--- src/rtl/hazard_pkg.sv ---
// Shared hazard-unit encodings: instruction class, operand forward select and
// the per-stage tracking record. The control unit and datapath muxes use these too.
package hazard_pkg;

  // ID-stage instruction class
  typedef enum logic [1:0] {
    OptNone  = 2'b00,
    OptAlu   = 2'b01,
    OptLoad  = 2'b10,
    OptBrJmp = 2'b11
  } optype_e;

  // Operand source select for the EX-stage operand muxes
  typedef enum logic [1:0] {
    FwdRegFile = 2'b00,
    FwdExAlu   = 2'b01,
    FwdMemAlu  = 2'b10,
    FwdMemLoad = 2'b11
  } fwd_sel_e;

  // What the hazard unit remembers about an in-flight instruction
  typedef struct packed {
    logic    valid;
    logic [4:0] rd;
    optype_e optype;
  } track_rec_t;

  localparam track_rec_t TrackRecIdle = '{valid: 1'b0, rd: 5'd0, optype: OptNone};

  // A record produces the value a source operand wants; x0 never matches
  function automatic logic rec_match(track_rec_t rec, logic [4:0] rs, logic rs_use);
    return rec.valid && (rec.rd != 5'd0) && (rec.rd == rs) && rs_use;
  endfunction

endpackage

--- src/rtl/hazard_fwd_sel.sv ---
// Forward-select for one source operand, plus a flag telling the top whether
// this operand depends on a load still sitting in EX (load-use hazard).
module hazard_fwd_sel
  import hazard_pkg::*;
(
  input  logic [4:0]  i_rs_addr,
  input  logic        i_rs_use,
  input  track_rec_t  i_ex_rec,
  input  track_rec_t  i_mem_rec,
  output logic [1:0]  o_fwd_sel,
  output logic        o_ex_load_hit
);

  logic w_ex_match;
  logic w_mem_match;

  assign w_ex_match    = rec_match(i_ex_rec, i_rs_addr, i_rs_use);
  assign w_mem_match   = rec_match(i_mem_rec, i_rs_addr, i_rs_use);
  assign o_ex_load_hit = w_ex_match && (i_ex_rec.optype == OptLoad);

  // Youngest producer wins; a MEM-stage load hands over its load data
  always_comb begin
    o_fwd_sel = FwdRegFile;
    if (w_ex_match) begin
      o_fwd_sel = FwdExAlu;
    end else if (w_mem_match && (i_mem_rec.optype == OptLoad)) begin
      o_fwd_sel = FwdMemLoad;
    end else if (w_mem_match) begin
      o_fwd_sel = FwdMemAlu;
    end
  end

endmodule

--- src/rtl/hazard_ctrl.sv ---
// Pipeline hazard controller: tracks the instructions in EX and MEM, selects
// operand forwarding, stalls on load-use and flushes IF/ID on taken control flow.
module hazard_ctrl
  import hazard_pkg::*;
#(
  parameter int unsigned CNT_W = 16
) (
  input  logic             clk,
  input  logic             rst,
  input  logic [4:0]       rs1_addr,
  input  logic [4:0]       rs2_addr,
  input  logic             rs1use,
  input  logic             rs2use,
  input  logic [4:0]       rd_addr,
  input  logic             RegWrite,
  input  logic [1:0]       hazard_optype,
  input  logic             Branch_or_jump,
  output logic [1:0]       forward_ctrl_A,
  output logic [1:0]       forward_ctrl_B,
  output logic             PC_EN_IF,
  output logic             reg_FD_EN,
  output logic             reg_FD_flush,
  output logic             reg_DE_flush,
  output logic [CNT_W-1:0] stall_cnt,
  output logic [CNT_W-1:0] flush_cnt
);

  localparam logic [CNT_W-1:0] CntOne = {{(CNT_W-1){1'b0}}, 1'b1};

  track_rec_t       r_ex;
  track_rec_t       r_mem;
  track_rec_t       w_id_rec;
  logic [CNT_W-1:0] r_stall_cnt;
  logic [CNT_W-1:0] r_flush_cnt;

  logic [1:0] w_fwd_a;
  logic [1:0] w_fwd_b;
  logic       w_load_hit_a;
  logic       w_load_hit_b;
  logic       w_stall;
  logic       w_br_flush;

  hazard_fwd_sel u_fwd_a (
    .i_rs_addr     (rs1_addr),
    .i_rs_use      (rs1use),
    .i_ex_rec      (r_ex),
    .i_mem_rec     (r_mem),
    .o_fwd_sel     (w_fwd_a),
    .o_ex_load_hit (w_load_hit_a)
  );

  hazard_fwd_sel u_fwd_b (
    .i_rs_addr     (rs2_addr),
    .i_rs_use      (rs2use),
    .i_ex_rec      (r_ex),
    .i_mem_rec     (r_mem),
    .o_fwd_sel     (w_fwd_b),
    .o_ex_load_hit (w_load_hit_b)
  );

  assign w_stall    = w_load_hit_a || w_load_hit_b;
  // A stalled branch is held in ID and re-evaluated next cycle, so no flush now
  assign w_br_flush = !w_stall && Branch_or_jump;

  assign w_id_rec = '{valid: RegWrite, rd: rd_addr, optype: optype_e'(hazard_optype)};

  // Pipeline enables, flushes and gated forward selects
  always_comb begin
    PC_EN_IF       = 1'b1;
    reg_FD_EN      = 1'b1;
    reg_FD_flush   = 1'b0;
    reg_DE_flush   = 1'b0;
    forward_ctrl_A = w_fwd_a;
    forward_ctrl_B = w_fwd_b;
    if (w_stall) begin
      PC_EN_IF       = 1'b0;
      reg_FD_EN      = 1'b0;
      reg_DE_flush   = 1'b1;
      forward_ctrl_A = FwdRegFile;
      forward_ctrl_B = FwdRegFile;
    end else if (w_br_flush) begin
      reg_FD_flush = 1'b1;
    end
  end

  // Advance the tracking records; a stall pushes a bubble into EX
  always_ff @(posedge clk or posedge rst) begin
    if (rst) begin
      r_ex  <= TrackRecIdle;
      r_mem <= TrackRecIdle;
    end else begin
      r_mem <= r_ex;
      r_ex  <= w_stall ? TrackRecIdle : w_id_rec;
    end
  end

  // Saturating stall / flush event counters
  always_ff @(posedge clk or posedge rst) begin
    if (rst) begin
      r_stall_cnt <= '0;
      r_flush_cnt <= '0;
    end else begin
      if (w_stall && (r_stall_cnt != '1)) begin
        r_stall_cnt <= r_stall_cnt + CntOne;
      end
      if (w_br_flush && (r_flush_cnt != '1)) begin
        r_flush_cnt <= r_flush_cnt + CntOne;
      end
    end
  end

  assign stall_cnt = r_stall_cnt;
  assign flush_cnt = r_flush_cnt;

endmodule

--- config.mk ---
export PLATFORM = sky130hd
export DESIGN_NAME = hazard_ctrl
export DESIGN_NICKNAME = d
export VERILOG_FILES = /design/src/rtl/hazard_pkg.sv /design/src/rtl/hazard_fwd_sel.sv /design/src/rtl/hazard_ctrl.sv
export SDC_FILE = /design/constraint.sdc
export NUM_CORES = 1
export LEC_CHECK = 0
export CAP_MARGIN = 20
export CORE_MARGIN = 1.5
export CORE_UTILIZATION = 43
export CTS_CLUSTER_SIZE = 16
export DETAILED_ROUTE_END_ITERATION = 12
export GPL_TIMING_DRIVEN = 0
export PLACE_DENSITY = 0.73
export SYNTH_ARGS = -nofsm -noshare
export SYNTH_HDL_FRONTEND = slang
export SYNTH_SLANG_ARGS = --single-unit
export TNS_END_PERCENT = 1
--- constraint.sdc ---
create_clock -name clk -period 3.56 [get_ports clk]
set_clock_uncertainty 0.15 [all_clocks]
set_input_delay 0.356 -clock clk [delete_from_list [all_inputs] [get_ports clk]]
set_output_delay 0.356 -clock clk [all_outputs]
set_load 0.01 [all_outputs]
==> summary.txt, run 1 <==
Outcome
  • Outcome: completed

Drt
  • Vias/cell: 5.15
  • First-pass DRT Iterations: 4
  • Iteration-0 DRC Markers: 116
  • Drt drc: 0
  • ANT nets after route: 0
  • Routed via count: 1850
  • WL/cell: 14.3 µm
  • Post-Route WL: 5120 µm

Logic synthesis
  • Area leader, netlist: dfrtp_1
  • FF+latch count, synth: 48
  • Syn_area_per_cell: 10.9 µm²
  • Main synth FF type: dfrtp_1
  • Warnings from Yosys: 0
  • Gate Count Post-Synth: 219
  • Synthesized area: ~0.0024 mm²
  • Syn Nets: 244
  • Post-synth EDFFs: 0
  • Top cell type's share of synthesized area: between 50% and 60%
  • Cell variety after synth: 38
  • Seq/Total Area, Yosys: 50.5%
  • Async set-or-reset flop fraction in the synthesized netlist: 100%
  • Ranking of synthesized cells by area: dfrtp_1, xor2_1, xnor2_1, nand4_1, nand3_1

STA
  • Worst rel slew slack: 60.8%
  • Tmin final: roughly 3.4 ns
  • Fmax: 0.294 GHz
  • Hold Vio Cnt, Final: 0
  • Worst Tran Pin Value: a little under 0.6 ns
  • Pins Over Slew Limit: 0
  • Final setup viols: 0
  • RSZ-0062 raised after global routing: no
  • Final setup TNS: 0 ns
  • Period utilization: 95.6%

Worst hold path
  • Type of the tightest min-delay check: in -> async

Clock network
  • CTS tree: done
  • Total CTS buffers: 5
  • Clock Sinks: 48
  • Max clock buf depth: 2
  • Worst-skew pair later-pin latency: 0.30 ns
  • Clk pin slew, worst setup/hold paths: 0.08 ns
  • Post-CTS Setup Bufs: 0
  • CTS root buffer: clkbuf_8
  • H-tree depth: 2

Die
  • Die Area: 0.00599 mm²
  • I/O pin cnt: 63
  • Starting Density: 45.7%
  • Core ar.: about 0.0052 mm²
  • Die Width: 77.4 µm
  • FP Rows: 26
  • Die H: just under 80 µm

Critical path
  • Worst path arrival time: just under 3 ns
  • Setup CP Type: in -> out
  • R2r setup slk: around 1.1 ns
  • Worst r2r src: r_ex[3]$_DFF_PP0_
  • CP Max Fanout: 10
  • Reg2Reg Depth: 9
  • Crit path capture: reg_DE_flush
  • CP startpoint: rs1_addr[4]
  • CP startpoint kind: input pin
  • Critical Path Sink Type: output pin
  • Req. time, crit path: 3.05 ns
  • Worst r2r dst: stall_cnt[9]$_DFFE_PP0P_

GRT
  • Initial antenna violation count: 0
  • Vias in the first global route: 1783
  • Overflow after GRT: 0
  • GR Util All Layers: 17.9%
  • Pin count of the biggest net entering global routing: 41
  • Global-route wire length before repair: 8550 µm

Power and ir drop
  • Clk pwr share: 29.4%
  • Leak Pwr: between 1 and 1.5 nW
  • NetSw: 337 µW
  • Pint: 953 µW
  • PwrDens: 401 mW/mm²
  • Sequential share of power: 50.8%
  • Switching share of power: 26.1%
  • Maximum VDD drop: between 0.3 and 0.4 mV
  • Comb power frac: 19.8%

Placed design
  • Placer congestion estimate: just over 0.8
  • HPWL after detailed placement: 3790 µm
  • IO Port Bufs: 61

Layout
  • Fin util: between 60% and 70%
  • Register area: between 0.001 and 0.0015 mm²
  • Multi-input gate area: 0.00113 mm²
  • Antenna diodes: 0
  • Layout cells sized above 1: ~8.7%
  • Layout Area Growth over Synthesis: 35.3%
  • Number of nets in the layout: 313
  • Fillers: roughly 450

Job
  • MaxCap Viol Count: 0
[power groups by stage]
stage / Combinational [mW] / Sequential [mW] / Clock (mW)
floorplan: 0.103 / 0.676 / 0
global placement: 0.249 / 0.665 / 0
detailed placement: 0.255 / 0.667 / 0
CTS: 0.258 / 0.657 / 0.389
global route: 0.280 / 0.666 / 0.409
finish: 0.255 / 0.655 / 0.380
[worst min-delay path by stage]
stage,cells past startpoint,slack [ns],start,to
final,2,0.13,rst,stall_cnt[0]$_DFFE_PP0P_
after global routing,2,0.16,rst,stall_cnt[9]$_DFFE_PP0P_
after CTS,2,0.13,rst,stall_cnt[9]$_DFFE_PP0P_
after detailed placement,0,0.21,r_ex[1]$_DFF_PP0_,r_mem[1]$_DFF_PP0_
after global placement,0,0.20,r_ex[0]$_DFF_PP0_,r_mem[0]$_DFF_PP0_
after floorplan,0,0.20,r_ex[0]$_DFF_PP0_,r_mem[0]$_DFF_PP0_
[metal layers]
layer  routed length, µm  share of wire (%)  global-route usage [%]
met5                   0                  0                       0
met4                  74                1.4                    6.00
met3                 228                4.5                    2.94
met2                2390                 47                    28.8
met1                2430                 47                    24.8
[registers in the layout, indices dropped and copies added, names as in the netlist]
signal     count
r_mem          8
flush_cnt     16
r_ex           8
stall_cnt     16
[layout make-up]
cell class | instances | share of cell area, %
multi-input combinational | 161 | 35.2
clock inverter | 2 | 1.09
buffer | 7 | 1.32
inverter | 3 | 0.350
tap | 70 | 2.72
clock buffer | 6 | 2.25
sequential | 48 | 37.3
timing repair buffer | 62 | 19.7
[synth_stat cells, types with 2 or more instances]
master and n:
and3_1 8, a21oi_1 2, nor2_1 13, inv_1 2
or4_1 2, dfrtp_1 48, nor4_1 7, ha_1 2
mux2_2 3, nor4_2 2, nor3_1 6, and2_1 11
nand2_1 10, nand4_1 15, xnor2_1 19, xor2_1 27
buf_2 2, o21ai_0 2, nand3_1 16, clkbuf_1 3
nand2b_1 2
[what timing repair did]
| action | in CTS | in global routing |
|---|---|---|
| endpoints found under the hold margin | 0 | 0 |
| hold buffers | 0 | 0 |
| setup endpoints to repair | 0 | 2 |
| resized for setup | 0 | 4 |
[cells by family after synthesis]
family	after synthesis	synth area share [%]
DFF	48	50.5
AOI/OAI and AO/OA	8	2.21
xor gates and xnor gates	47	17.6
and+or+nand+nor	100	24.4
muxes	4	2.05
buffers and inverters	10	2.16
adders and majority gates	2	1.05
[worst max-delay path, stage by stage]
cell and delay [ns]:
clkdlybuf4s50_1 0.46, xor2_1 0.18, nor4_2 0.36, nand3_1 0.13, a211o_1 0.31, buf_6 0.14
inv_2 0.15, clkbuf_4 0.26, clkdlybuf4s50_1 0.56
[through the flow]
stage          hold slack (ns)  std cells  setup WS [ns]  area, µm²  power, mW
6_report                 0.134        359          0.155       3220       1.29
5_1_grt                  0.159        359         0.0484       3220       1.35
4_1_cts                  0.132        359         0.0825       3210       1.30
3_5_place_dp             0.212        351         0.0859       3100      0.922
3_3_place_gp             0.202        350          0.178       3080      0.914
2_1_floorplan            0.196        219           1.03       2380      0.779
[layout by cell type, fill, tap and decap left out, types with 3 or more instances in the layout]
| cell | n |
|---|---|
| nor2_1 | 13 |
| nand4_1 | 15 |
| xnor2_1 | 19 |
| and3_1 | 8 |
| clkbuf_1 | 4 |
| nor3_1 | 6 |
| clkdlybuf4s50_1 | 59 |
| and2_1 | 11 |
| nor4_2 | 3 |
| dfrtp_1 | 48 |
| mux2_2 | 3 |
| nor4_1 | 6 |
| nand3_1 | 16 |
| nand2_1 | 10 |
| xor2_1 | 27 |
| clkbuf_8 | 5 |
(Power assumes the default switching activity.)
==> inputs of run 2 (changes only) <==
--- a/config.mk
+++ b/config.mk
@@ -12,6 +12,7 @@
 export DETAILED_ROUTE_END_ITERATION = 12
 export GPL_TIMING_DRIVEN = 0
 export PLACE_DENSITY = 0.73
+export REMOVE_ABC_BUFFERS = 1
 export SYNTH_ARGS = -nofsm -noshare
 export SYNTH_HDL_FRONTEND = slang
 export SYNTH_SLANG_ARGS = --single-unit
==> run 2 against run 1 <==
Total power shrank 3.7%. Clock-buffer cell count is the same. Global-route usage fell by 0.13 points. First-iteration DRC count up 22%. Sequential power about the same. Fmax grew 0.28%. Largest power group unchanged.
==> summary.txt, run 2 (synthesized netlist as in run 1, its figures left out) <==
Outcome
  • Outcome: completed

STA
  • Pins Over Slew Limit: 0
  • Tmin final: 3.40 ns
  • RSZ-0062 raised after global routing: no
  • Final setup viols: 0
  • Hold Vio Cnt, Final: 0
  • Period utilization: a little over nine tenths
  • Final setup TNS: 0 ns
  • Worst Tran Pin Value: roughly 0.53 ns
  • Fmax: 0.295 GHz
  • Worst rel slew slack: 64.4%
  • Final setup margin: ~0.16 ns

Critical path
  • Req. time, crit path: 3.05 ns
  • Setup CP Type: in -> out
  • CP startpoint kind: input pin
  • Largest stage delay on the critical path: 0.50 ns
  • Slowest CP cell: clkdlybuf4s50_1
  • Worst path arrival time: ~2.9 ns
  • Buf/Inv on CP: 3
  • Crit-path cells: clkdlybuf4s50_1 > xor2_1 > nor4_2 > nand3_1 > a211o_4 > inv_4 > nor4_1 > clkdlybuf4s50_1
  • Critical path's most frequent cell: clkdlybuf4s50_1
  • CP delay by family, top: buffers and inverters
  • CP Max Fanout: 26
  • Critical Path Sink Type: output pin

Layout
  • Final instance area: 0.00318 mm²
  • Commonest non-fill, non-tap cell in the layout: clkdlybuf4s50_1
  • Layout cells sized above 1: 7.75%
  • Most frequent cells in the layout: clkdlybuf4s50_1, dfrtp_1, xor2_1
  • Non-Filler Instances: 354
  • Multi-input gate area: 0.00114 mm²
  • Register area: 0.00120 mm²
  • Number of nets in the layout: between 300 and 400
  • Fillers: 469
  • Antenna diodes: 0
  • Layout Area Growth over Synthesis: 33.6%
  • Fin util: 61.1%

Drt
  • Post-Route WL: 5300 µm
  • WL/cell: between 10 and 15 µm
  • Iteration-0 DRC Markers: 142
  • Drt drc: 0
  • First-pass DRT Iterations: 5
  • ANT nets after route: 0
  • Routed via count: roughly 1900
  • Vias/cell: 5.27

Placed design
  • HPWL after detailed placement: approximately 3700 µm
  • Area after DPL: 0.00307 mm²
  • IO Port Bufs: 62
  • DP Cell Count: 345
  • Placer congestion estimate: approximately 0.81
  • Place WS: -0.0312 ns

Worst hold path
  • Type of the tightest min-delay check: reg -> reg

GRT
  • Vias in the first global route: 1778
  • Overflow after GRT: 0
  • Global-route wire length before repair: 8440 µm
  • Initial antenna violation count: 0
  • Pin count of the biggest net entering global routing: 27
  • GR Util All Layers: 17.8%

Power and ir drop
  • Leak Pwr: about 1.3 nW
  • PwrDens: 390 mW/mm²
  • Maximum VDD drop: 0.317 mV

Die
  • Die Area: 0.00599 mm²
  • FP Rows: 26
  • Die Width: a little under 80 µm
  • Starting Density: 45.7%
  • I/O pin cnt: 63
  • Core ar.: roughly 0.0052 mm²
  • Die H: 77.4 µm

Clock network
  • Clk pin slew, worst setup/hold paths: 0.08 ns
  • CTS tree: done
  • Worst-skew pair later-pin latency: 0.30 ns
  • Clock Sinks: 48
  • Hold-fix buffers, CTS: 0
  • Total CTS buffers: 5
  • Max clock buf depth: 2
  • CTS root buffer: clkbuf_8
  • H-tree depth: 2
  • Post-CTS Setup Bufs: 0

Job
  • MaxCap Viol Count: 0
[run 2: layout make-up]
type | instances | share of cell area [%]
inverter | 3 | 0.433
multi-input combinational | 162 | 36.0
tap | 70 | 2.75
clock buffer | 6 | 2.60
clock inverter | 2 | 0.315
sequential | 48 | 37.8
timing repair buffer | 63 | 20.1
[run 2: final timing paths]
path	start	to	slack, ns	cells past startpoint
worst max register to register	r_ex[6]$_DFF_PP0_	stall_cnt[12]$_DFFE_PP0P_	0.95	6
min in group asynchronous	rst	r_mem[7]$_DFF_PP0_	0.27	2
worst min-delay path	r_ex[0]$_DFF_PP0_	r_mem[0]$_DFF_PP0_	0.23	0
worst min register to register	r_ex[0]$_DFF_PP0_	r_mem[0]$_DFF_PP0_	0.23	0
worst max-delay path	rs2_addr[4]	forward_ctrl_B[1]	0.16	8
max in group asynchronous	rst	flush_cnt[8]$_DFFE_PP0P_	2.49	3
[run 2: worst register-to-register path, cell delays in order (launching register included)]
cell and delay, ns:
dfrtp_1 0.43, xor2_1 0.19, nor4_2 0.39, nand3_1 0.21, a211o_4 0.43, or3_4 0.41
mux2_4 0.30
[run 2: power breakdown]
part           switching (mW)  internal (mW)  leakage, nW
combinational           0.108          0.149        0.666
sequential             0.0607          0.596        0.621
clock                   0.173          0.155       0.0510
[run 2: per-stage QoR]
stage	hold slack [ns]	total power, mW
2_1_floorplan	0.196	0.777
3_3_place_gp	0.203	0.914
3_5_place_dp	0.208	0.927
4_1_cts	0.227	1.26
5_1_grt	0.236	1.30
6_report	0.228	1.24
[run 2: repair_timing]
item / 4_1_cts / 5_1_grt
cloned: 0 / 1
pin swaps: 0 / 1
gates resized for setup: 1 / 4
setup endpoints to repair: 5 / 5
[run 2: layer usage]
metal	vias to the layer above	wire, µm	GRT usage [%]
li1	902	-	-
met1	901	2390	24.1
met2	56	2590	27.8
met3	6	276	3.76
met4	0	46	7.45
met5	-	0	0
==> inputs of run 3 (changes only) <==
--- a/config.mk
+++ b/config.mk
@@ -13,6 +13,7 @@
 export GPL_TIMING_DRIVEN = 0
 export PLACE_DENSITY = 0.73
 export REMOVE_ABC_BUFFERS = 1
+export SLEW_MARGIN = 5
 export SYNTH_ARGS = -nofsm -noshare
 export SYNTH_HDL_FRONTEND = slang
 export SYNTH_SLANG_ARGS = --single-unit
==> results of run 3 <==
The final DEF is identical to that of run 2; final timing and power are the same.
